$ cat src/rtl/reindeer_fetch_prefetch_queue.sv
// Instruction prefetch unit: keeps several reads in flight and queues the returned words in order.
// A redirect or soft reset flushes the queue and discards responses that were still in flight.
module reindeer_fetch_prefetch_queue #(
  parameter int XLEN            = 32,
  parameter int PC_BITWIDTH     = 32,
  parameter int FIFO_DEPTH      = 4,
  parameter int MAX_OUTSTANDING = 2
) (
  input  logic                   clk,
  input  logic                   reset_n,
  input  logic                   sync_reset,
  input  logic                   fetch_init,
  input  logic [PC_BITWIDTH-1:0] start_addr,
  input  logic                   fetch_next,
  output logic                   fetch_enable_out,
  output logic [XLEN-1:0]        IR_out,
  output logic [PC_BITWIDTH-1:0] PC_out,
  output logic                   read_mem_enable,
  output logic [PC_BITWIDTH-1:0] read_mem_addr,
  input  logic                   mem_read_done,
  input  logic [XLEN-1:0]        mem_data,
  input  logic                   dram_rw_pending
);

  localparam int CNT_W = $clog2(FIFO_DEPTH + 1);
  localparam int OUT_W = $clog2(MAX_OUTSTANDING + 1);
  localparam int PTR_W = $clog2(FIFO_DEPTH);

  typedef enum logic {IDLE, RUN} state_t;

  state_t                 state, state_next;
  logic [PC_BITWIDTH-1:0] issue_addr, rsp_pc;
  logic [OUT_W-1:0]       outstanding, outstanding_next, drop_cnt, drop_next;
  logic [CNT_W-1:0]       count, count_next;
  logic [PTR_W-1:0]       head, tail;
  logic [XLEN-1:0]        ir_mem [FIFO_DEPTH];
  logic [PC_BITWIDTH-1:0] pc_mem [FIFO_DEPTH];
  logic                   flush, issue, push, pop, space_ok;
  logic [CNT_W:0]         in_use;

  // Queue space is reserved per issued request, net of responses that will be dropped.
  always_comb begin
    state_next = state;
    flush      = sync_reset || fetch_init;
    if (sync_reset)      state_next = IDLE;
    else if (fetch_init) state_next = RUN;

    in_use   = (CNT_W+1)'(count) + (CNT_W+1)'(outstanding) - (CNT_W+1)'(drop_cnt);
    space_ok = in_use < (CNT_W+1)'(FIFO_DEPTH);
    issue    = (state == RUN) && !flush && !dram_rw_pending &&
               (outstanding < OUT_W'(MAX_OUTSTANDING)) && space_ok;
    push     = mem_read_done && (drop_cnt == '0) && !flush;
    pop      = fetch_next && (count != '0) && !flush;

    outstanding_next = outstanding;
    if (issue && !mem_read_done)
      outstanding_next = outstanding + OUT_W'(1);
    else if (!issue && mem_read_done && (outstanding != '0))
      outstanding_next = outstanding - OUT_W'(1);

    drop_next = drop_cnt;
    if (flush)
      drop_next = outstanding_next;
    else if (mem_read_done && (drop_cnt != '0))
      drop_next = drop_cnt - OUT_W'(1);

    count_next = count;
    if (flush)              count_next = '0;
    else if (push && !pop)  count_next = count + CNT_W'(1);
    else if (pop && !push)  count_next = count - CNT_W'(1);
  end

  always_ff @(posedge clk or negedge reset_n) begin
    if (!reset_n) begin
      state           <= IDLE;
      issue_addr      <= '0;
      rsp_pc          <= '0;
      outstanding     <= '0;
      drop_cnt        <= '0;
      count           <= '0;
      head            <= '0;
      tail            <= '0;
      read_mem_enable <= 1'b0;
      read_mem_addr   <= '0;
    end else begin
      state           <= state_next;
      outstanding     <= outstanding_next;
      drop_cnt        <= drop_next;
      count           <= count_next;
      read_mem_enable <= issue;
      if (issue) begin
        read_mem_addr <= issue_addr;
        issue_addr    <= issue_addr + PC_BITWIDTH'(4);
      end
      if (fetch_init && !sync_reset) begin
        issue_addr <= start_addr;
        rsp_pc     <= start_addr;
      end else if (push) begin
        rsp_pc <= rsp_pc + PC_BITWIDTH'(4);
      end
      if (flush) begin
        head <= '0;
        tail <= '0;
      end else begin
        if (push) tail <= tail + PTR_W'(1);
        if (pop)  head <= head + PTR_W'(1);
      end
    end
  end

  // Entry storage carries no reset; the outputs are gated by the occupancy count instead.
  always_ff @(posedge clk) begin
    if (push) begin
      ir_mem[tail] <= mem_data;
      pc_mem[tail] <= rsp_pc;
    end
  end

  assign fetch_enable_out = (count != '0);
  assign IR_out           = fetch_enable_out ? ir_mem[head] : '0;
  assign PC_out           = fetch_enable_out ? pc_mem[head] : '0;

endmodule

$ cat config.mk
export PLATFORM = sky130hd
export DESIGN_NAME = reindeer_fetch_prefetch_queue
export DESIGN_NICKNAME = d
export VERILOG_FILES = /design/src/rtl/reindeer_fetch_prefetch_queue.sv
export SDC_FILE = /design/constraint.sdc
export NUM_CORES = 1
export LEC_CHECK = 0
export ABC_CLOCK_PERIOD_IN_PS = 8100
export CAP_MARGIN = 10
export CORE_MARGIN = 2
export CORE_UTILIZATION = 44
export DETAILED_ROUTE_END_ITERATION = 6
export PLACE_DENSITY = 0.64
export SLEW_MARGIN = 5
export SYNTH_ARGS = -nofsm -noshare
export SYNTH_HDL_FRONTEND = slang
export SYNTH_SLANG_ARGS = --single-unit
export TNS_END_PERCENT = 20
$ cat constraint.sdc
create_clock -name clk -period 8.1 [get_ports clk]
set_input_delay 1.62 -clock clk [delete_from_list [all_inputs] [get_ports clk]]
set_output_delay 1.62 -clock clk [all_outputs]
set_load 0.005 [all_outputs]
==> impl_metrics.tcl <==
set metrics [dict create \
    grt_util_met1_pct 26.4 \
    area_growth_pct 21.3 \
    crit_path_top_delay_cell "dfrtp_4" \
    netlist_area_sq_um 15200 \
    crit_chain "buf_4 -> mux4_2 -> and2_1 -> clkdlybuf4s50_1" \
    crit_path_end "PC_out[6]" \
    worst_slack_ns 3.16 \
    slew_violations 0 \
    num_rows 68 \
    crit_start "head[0]$_DFFE_PN0P_" \
    antenna_left 0 \
    p_leak_uw 0.00621 \
    gp_congestion 0.796 \
    via_count 8701 \
    layout.cells.non_filler 1601 \
    r2r_setup_slack_ns 4.93 \
    tightest_slew_ns 1.01 \
    wirelength_mm 32.3 \
    grt_pass1_wl_mm 50.3 \
    synth_nets 1037 \
    worst_ep_arrival_time_ns 3.32 \
    reg2regPathDepth 9 \
    ys.flop_type "edfxtp_1" \
    hold_ws_ns 0.512 \
    rr_endpoint "issue_addr[23]$_DFFE_PN0P_" \
    viasPerCell 5.43 \
    final-hold-violation-count 0 \
    dieArea_sq_um 36000 \
    drive_gt1_share_pct 15.0 \
    setup_tns_ns 0 \
    fillers 2793 \
    htree_levels 2 \
    finalSetupViolCount 0 \
    critical_path_class "flip-flop to primary output" \
    ys_types 50 \
    first_global_vias 8791 \
    hpwlAfterDp_mm 20.3 \
    numCtsBuffers 37 \
    ios 169 \
    status "complete, no violations" \
    drc 0 \
    busiest_layer "met2" \
    ir_drop_v 0.000130 \
    diodes 0 \
    pre_cts_slack_ns 3.59 \
    clk_path_buf_depth 3 \
    required_ns 6.48 \
    area.sequential_sq_um 10400 \
    slowest_delay_ns 0.88 \
    grt_usage_pct 18.1 \
    maxCapViolCount 0 \
    hp-class "flip-flop to flip-flop" \
    clkTransAtPathRegs_ns 0.06 \
    finalCriticalPeriod_ns 4.94 \
    relSlewSlack_pct 32.6 \
    cp-end-kind "primary output" \
    rsz0062_at_grt "no" \
    synthArstFlopShare_pct 29.5 \
    finalNetCount 1205 \
    root_buffer "clkbuf_16" \
    critPathMaxFanout 34 \
    synth-edff-count 256 \
    portBuffers 168 \
    finalCritPeriodShare_pct 61.0 \
    multi_input_area_sq_um 4530 \
    syn_area_per_cell_sq_um 15.9 \
    clk_latency_ns 0.51 \
    yosysWarnings 0 \
    coreArea_sq_um 34300 \
    cts.repair.resized 0 \
    dp_cells 1537 \
    finalClockSkew_ns 0.00888 \
    max_freq_ghz 0.203 \
    power_per_cell_area_nw_per_um2 248 \
    routedWlPerCell_microns 20.2 \
    synth-seq-cells 363 \
    crit_cells 4 \
    post-cts-setup-buffers 0 \
    start_util_pct 44.3 \
    rr_startpoint "outstanding[1]$_DFF_PN0_" \
    cts_tree "built" \
    seq_area_frac_synth_pct 68.3 \
    die_h_microns 190 \
    firstDrtPassIters 6 \
    postCtsHoldBufs 0 \
    syn_inst 953 \
    use_met2_pct 28.8 \
    gr-total-overflow 0 \
    use_met3_pct 3.04 \
    startpoint_type "flip-flop" \
    drt_iter0_drc 627 \
    cts_sinks 363 \
    worst-path-buf-inv 2 \
    critPathTopFamily "buffers and inverters" \
    die_w_microns 190 \
    grt_max_degree 92 \
    antenna_found_initial 0 \
]
## layer usage
layer / vias to the layer above / share of wire, %
li1: 4012 / -
met1: 4429 / 47
met2: 218 / 47
met3: 42 / 4.6
met4: 0 / 1.4
met5: - / 0
## cell families (layout without fill, tap and decap cells)
| kind of cell | after synthesis | count (layout) | share of synthesized area (%) |
|---|---|---|---|
| XOR/XNOR | 37 | 37 | 2.14 |
| AND/OR/NAND/NOR | 265 | 265 | 9.70 |
| multiplexers | 99 | 99 | 12.1 |
| AO/OA/AOI/OAI | 108 | 108 | 4.64 |
| flip-flops | 363 | 363 | 68.3 |
| buffers and inverters | 68 | 261 | 1.97 |
| adder cells (fa/ha/maj) | 13 | 13 | 1.17 |
## layout by cell type (no fill, tap or decap), types with 19 or more instances in the layout
cell / netlist / routed
clkbuf_16: 0 / 39
a21oi_1: 37 / 37
dfrtp_1: 107 / 105
clkdlybuf4s50_1: 0 / 167
nand2_1: 32 / 32
mux2_2: 32 / 32
nand3_1: 20 / 20
a31oi_1: 25 / 25
nor2_1: 51 / 51
xnor2_1: 25 / 25
and2_1: 72 / 68
mux4_2: 64 / 64
inv_1: 19 / 19
edfxtp_1: 256 / 256
## flip-flops by register name, summed over array words and instances, names as in the netlist
| register | count |
|---|---|
| count | 3 |
| rsp_pc | 31 |
| ir_mem | 128 |
| head | 2 |
| outstanding | 2 |
| pc_mem | 128 |
| read_mem_enable | 1 |
| drop_cnt | 2 |
| tail | 2 |
| read_mem_addr | 32 |
| state | 1 |
| issue_addr | 31 |
## stage by stage
step                instance area [sq um]  util [%]  power, uW
floorplan                           15200         -       2650
global placement                    17300      50.4       3020
detailed placement                  17300      50.4       3030
CTS                                 18400      53.7       4610
global route                        18400      53.7       4780
finish                              18400      53.7       4560
## where the power goes
group	switching (uW)	internal (uW)	leakage (uW)
sequential	131	2120	0.00358
clock	661	912	0.000550
combinational	327	402	0.00208
total	1120	3440	0.00621
## Yosys cell counts, types with 7 or more instances
cell      number  share of area [%]
edfxtp_1     256                 51
dfrtp_1      107                 18
and2_1        72                3.0
mux4_2        64                9.5
nor2_1        51                1.3
a21oi_1       37                1.2
mux2_2        32                2.4
nand2_1       32               0.79
clkbuf_1      31               0.77
a31oi_1       25                1.0
xnor2_1       25                1.4
nand3_1       20               0.66
inv_1         19               0.47
nand4_1       16               0.66
o31ai_1       16               0.79
or4_1         15               0.74
o21ai_0       12               0.40
or3_1         12               0.49
xor2_1        12               0.69
and3_1        11               0.45
ha_1          11               0.91
nor4_1         9               0.37
buf_2          8               0.26
nor3_1         7               0.23
## area by class of cell
type / instances / share of cell area [%]
inverters: 19 / 0.387
clock inverters: 10 / 0.285
well taps: 455 / 3.09
multi-input cells: 522 / 24.6
repair buffers: 178 / 9.53
flip-flops and latches: 363 / 56.3
clock buffers: 54 / 5.79
## worst min path at each step
stage | from | to | slack (ns) | cells past startpoint
3_5_place_dp | read_mem_addr[2]$_DFFE_PN0P_ | read_mem_addr[2]$_DFFE_PN0P_ | 0.50 | 1
2_1_floorplan | state$_DFFE_PN0N_ | state$_DFFE_PN0N_ | 0.47 | 2
5_1_grt | read_mem_addr[1]$_DFFE_PN0P_ | read_mem_addr[1]$_DFFE_PN0P_ | 0.53 | 1
6_report | read_mem_addr[20]$_DFFE_PN0P_ | read_mem_addr[20]$_DFFE_PN0P_ | 0.51 | 1
4_1_cts | read_mem_addr[1]$_DFFE_PN0P_ | read_mem_addr[1]$_DFFE_PN0P_ | 0.52 | 1
3_3_place_gp | read_mem_addr[4]$_DFFE_PN0P_ | read_mem_addr[4]$_DFFE_PN0P_ | 0.49 | 1
Note: power is estimated with default switching activity, not from simulation.
==> RTL change 1, RTL diff (config.mk and constraints unchanged) <==
Register the outputs `IR_out` and `PC_out`, with the module's reset; this adds one clock of latency there. The other outputs are not delayed to match.
--- a/src/rtl/reindeer_fetch_prefetch_queue.sv
+++ b/src/rtl/reindeer_fetch_prefetch_queue.sv
@@ -118,6 +118,13 @@
 
   assign fetch_enable_out = (count != '0);
-  assign IR_out           = fetch_enable_out ? ir_mem[head] : '0;
-  assign PC_out           = fetch_enable_out ? pc_mem[head] : '0;
+  always_ff @(posedge clk or negedge reset_n) begin
+    if (!reset_n) begin
+      IR_out <= '0;
+      PC_out <= '0;
+    end else begin
+      IR_out <= fetch_enable_out ? ir_mem[head] : '0;
+      PC_out <= fetch_enable_out ? pc_mem[head] : '0;
+    end
+  end
 
 endmodule
Formal check against the unedited RTL: not equivalent (a bounded check fails within 4 cycles, from zero or initial values and one cycle with reset_n low).
==> RTL change 1 against the unedited design <==
Count of clock-buffer cells in the layout increased by 9. Maximum frequency increased by 24%. Worst setup slack improved by 970 ps. Area after synthesis increased by 9.6%. Die area increased by 9.4%. Cell area increased by 10%. Sequential cell count increased by 64. Total power increased by 23%. Via count increased by 4.4%. Wire length increased by 7.3%.
==> RTL change 1: results (changes against the unedited design) <==
R2R Setup Slk 4400 ps (-530 ps); asr flop ratio synth 0.400 (+0.106); Gate Count Post-Synth 1013 (+6.3%); Tmin final 3970 ps (-967 ps); Placer Congestion 0.824 (+3.6%); XOR/XNOR share of the synthesized area 0.0269 (+0.00550); Placed Area 18900 um^2 (+9.1%); hold_sp read_mem_addr[15]; Sw Share 0.245 (-0.000452); initial antenna violation count 0 (unchanged); dpl cells 1658 (+7.9%); share of cells above drive strength 1 0.143 (-0.00758); Synth Area in Adders 0.0107 (-0.00103); Arr. time, crit path 2350 ps (-970 ps); router iterations before antenna repair 4 (-2); post-detailed-route wirelength per cell 19.9 um (-1.2%); worst skew pair latency 550 ps (+40 ps); CTS buffer count 44 (+19%); via count of the first global-routing pass 9534 (+8.5%); total power 0.00561 W (+23%); actual slew at the worst max-slew pin 1250 ps (+244 ps); crit path launch count[2]; CP Capture Point fetch_enable_out; DP HPWL 21000 um (+3.7%); LEAKAGE 7.31 nW (+18%); pre-CTS WS 3690 ps (+107 ps); Seq/Total Area, Yosys 0.719 (+0.0364); Main synth FF type edfxtp_1; Combinational Power 0.000854 W (+17%); Final Hold Vio Count 0 (unchanged); DRT iter0 DRCs 609 (-2.9%); vias per inst 5.22 (-3.9%); post-synthesis mux area share 0.100 (-0.0207); first-pass GRT wire length 54500 um (+8.3%); skew final 27.7 ps (+18.8 ps); Hold Path Sink read_mem_addr[15]; result of the run finished clean; worst hold slack 498 ps (-14.0 ps); hold-critical path depth 2 (+1); worst r2r dst issue_addr[17]; Peak VDD IR 0.147 mV (+14%); synth top area cells edfxtp_1 (46%), dfrtp_1 (26%), mux4_2 (8.7%); largest net degree at the start of global routing 83 (-9.8%); setup repair bufs after CTS 0 (unchanged); synthesized-area fraction occupied by ao, oa, aoi and oai cells 0.0402 (-0.00625); port buffer count 168 (unchanged); critical path fanouts, max 68 (+100%); FF-to-FF path depth 10 (+1); nets@finish 1277 (+6.0%); Total GRT Usage 0.181 (+0.000464); Post-synth top cells edfxtp_1 (256), dfrtp_1 (171), and2_1 (73), mux4_2 (64), nand2_1 (51); number of flops mapped to enable cells by yosys 256 (unchanged); DRT Wirelength 34700 um (+7.3%)
==> RTL change 1: area by class of cell <==
type / instances / area (um^2)
multi-input cells: 514 / 4380
fillers: 3069 / 17100
well taps: 511 / 639
flip-flops and latches: 427 / 12000
clock buffers: 63 / 1250
clock inverters: 18 / 224
inverters: 27 / 101
repair buffers: 179 / 1770
==> RTL change 1: worst max-delay path: stages, from the launching register on <==
cell             delay (ps)
dfrtp_1                 420
or3_2                   490
buf_4                   350
clkdlybuf4s50_1         540
==> RTL change 1: cells by family after synthesis <==
logic type | count (synthesis)
AOI/OAI and AO/OA | 111
buffers and inverters | 72
muxes | 84
xor gates and xnor gates | 51
adders and majority gates | 13
and+or+nand+nor | 255
DFF | 427
==> RTL change 1: routing by layer <==
layer  wire, um  GRT usage
met5          0          0
met4        607     0.0456
met3       1730     0.0310
met2      16000      0.280
met1      16300      0.270
==> RTL change 2, RTL diff (config.mk and constraints unchanged) <==
Without the edit above. The parameter `MAX_OUTSTANDING` goes from 2 to 4.
--- a/src/rtl/reindeer_fetch_prefetch_queue.sv
+++ b/src/rtl/reindeer_fetch_prefetch_queue.sv
@@ -5,5 +5,5 @@
   parameter int PC_BITWIDTH     = 32,
   parameter int FIFO_DEPTH      = 4,
-  parameter int MAX_OUTSTANDING = 2
+  parameter int MAX_OUTSTANDING = 4
 ) (
   input  logic                   clk,
Formal check against the unedited RTL: not equivalent (Yosys sat finds a counterexample within 10 cycles, from zero or initial values and one cycle with reset_n low).
==> RTL change 2 against the unedited design <==
Sequential cell count increased by 2. Wire length increased by 1.8%. Maximum frequency decreased by 0.25%. Register-to-register slack got worse by 550 ps. Combinational power increased by 19%. Total power increased by 9.0%. Worst setup slack got worse by 12 ps. Area after synthesis increased by 0.88%. Cell area increased by 1.8%. Largest cell class unchanged. Highest routed layer unchanged.
==> RTL change 2: results (changes against the unedited design) <==
result of the run finished clean; non-clock inverter count in the final layout 21 (+2); DRT iter0 DRCs 561 (-11%); Seq Cell Count 365 (+0.55%); non-clock buffer count in the final layout 182 (+2.2%); Reg area 10400 um^2 (+0.48%); XOR/XNOR share of the synthesized area 0.0195 (-0.00190); Synth Area in Adders 0.0154 (+0.00366); DP HPWL 20500 um (+1.3%); synth top area cells edfxtp_1 (50%), dfrtp_1 (18%), mux4_2 (9.4%); router iterations before antenna repair 5 (-1); grt met1 use 0.273 (+0.00865); critical path fanouts, max 38 (+12%); first-pass GRT wire length 51300 um (+2.0%); syn_area_per_cell 14.7 um^2 (-7.5%); Final clock-cell share 0.0687 (+0.00792); hold-critical path depth 2 (+1); die area 36300 um^2 (+0.87%); actual slew at the worst max-slew pin 1150 ps (+145 ps); skew final 16.5 ps (+7.59 ps); CTS buffer count 39 (+5.4%); Placed Area 17500 um^2 (+0.98%); Synth cell types 52 (+4.0%); FF-to-FF path depth 12 (+3); LEAKAGE 6.52 nW (+5.0%); CP Capture Point PC_out[4]; R2R Setup Slk 4380 ps (-550 ps)
## RTL change 2: cell types whose count changed in the layout (fill, tap and decap cells not counted), moves of 7 or more
cell and delta:
nor3_1 +10, and3_1 -7, mux2_2 -31, clkbuf_1 -7, clkinv_2 +10, xnor2_1 -8, nand2_1 +91
## RTL change 2: tightest hold or removal path, cell delays in order, from the launching register on
cell and delay [ps]:
dfrtp_1 340, nand2_1 50, nand2_1 60
## RTL change 2: power by group through the flow
stage / Clock (W) / Sequential, W / Combinational (W)
after global routing: 0.00189 / 0.00235 / 0.000966
after detailed placement: 0 / 0.00235 / 0.000875
after floorplan: 0 / 0.00231 / 0.000449
final: 0.00178 / 0.00232 / 0.000867
after CTS: 0.00182 / 0.00232 / 0.000881
after global placement: 0 / 0.00236 / 0.000863
## RTL change 2: metal layers
layer,part of all wire,routed length [um],up-vias
met4,0.020,652,0
met5,0,0,-
met1,0.47,15500,4581
met3,0.056,1850,41
met2,0.45,14900,268
li1,-,-,4266
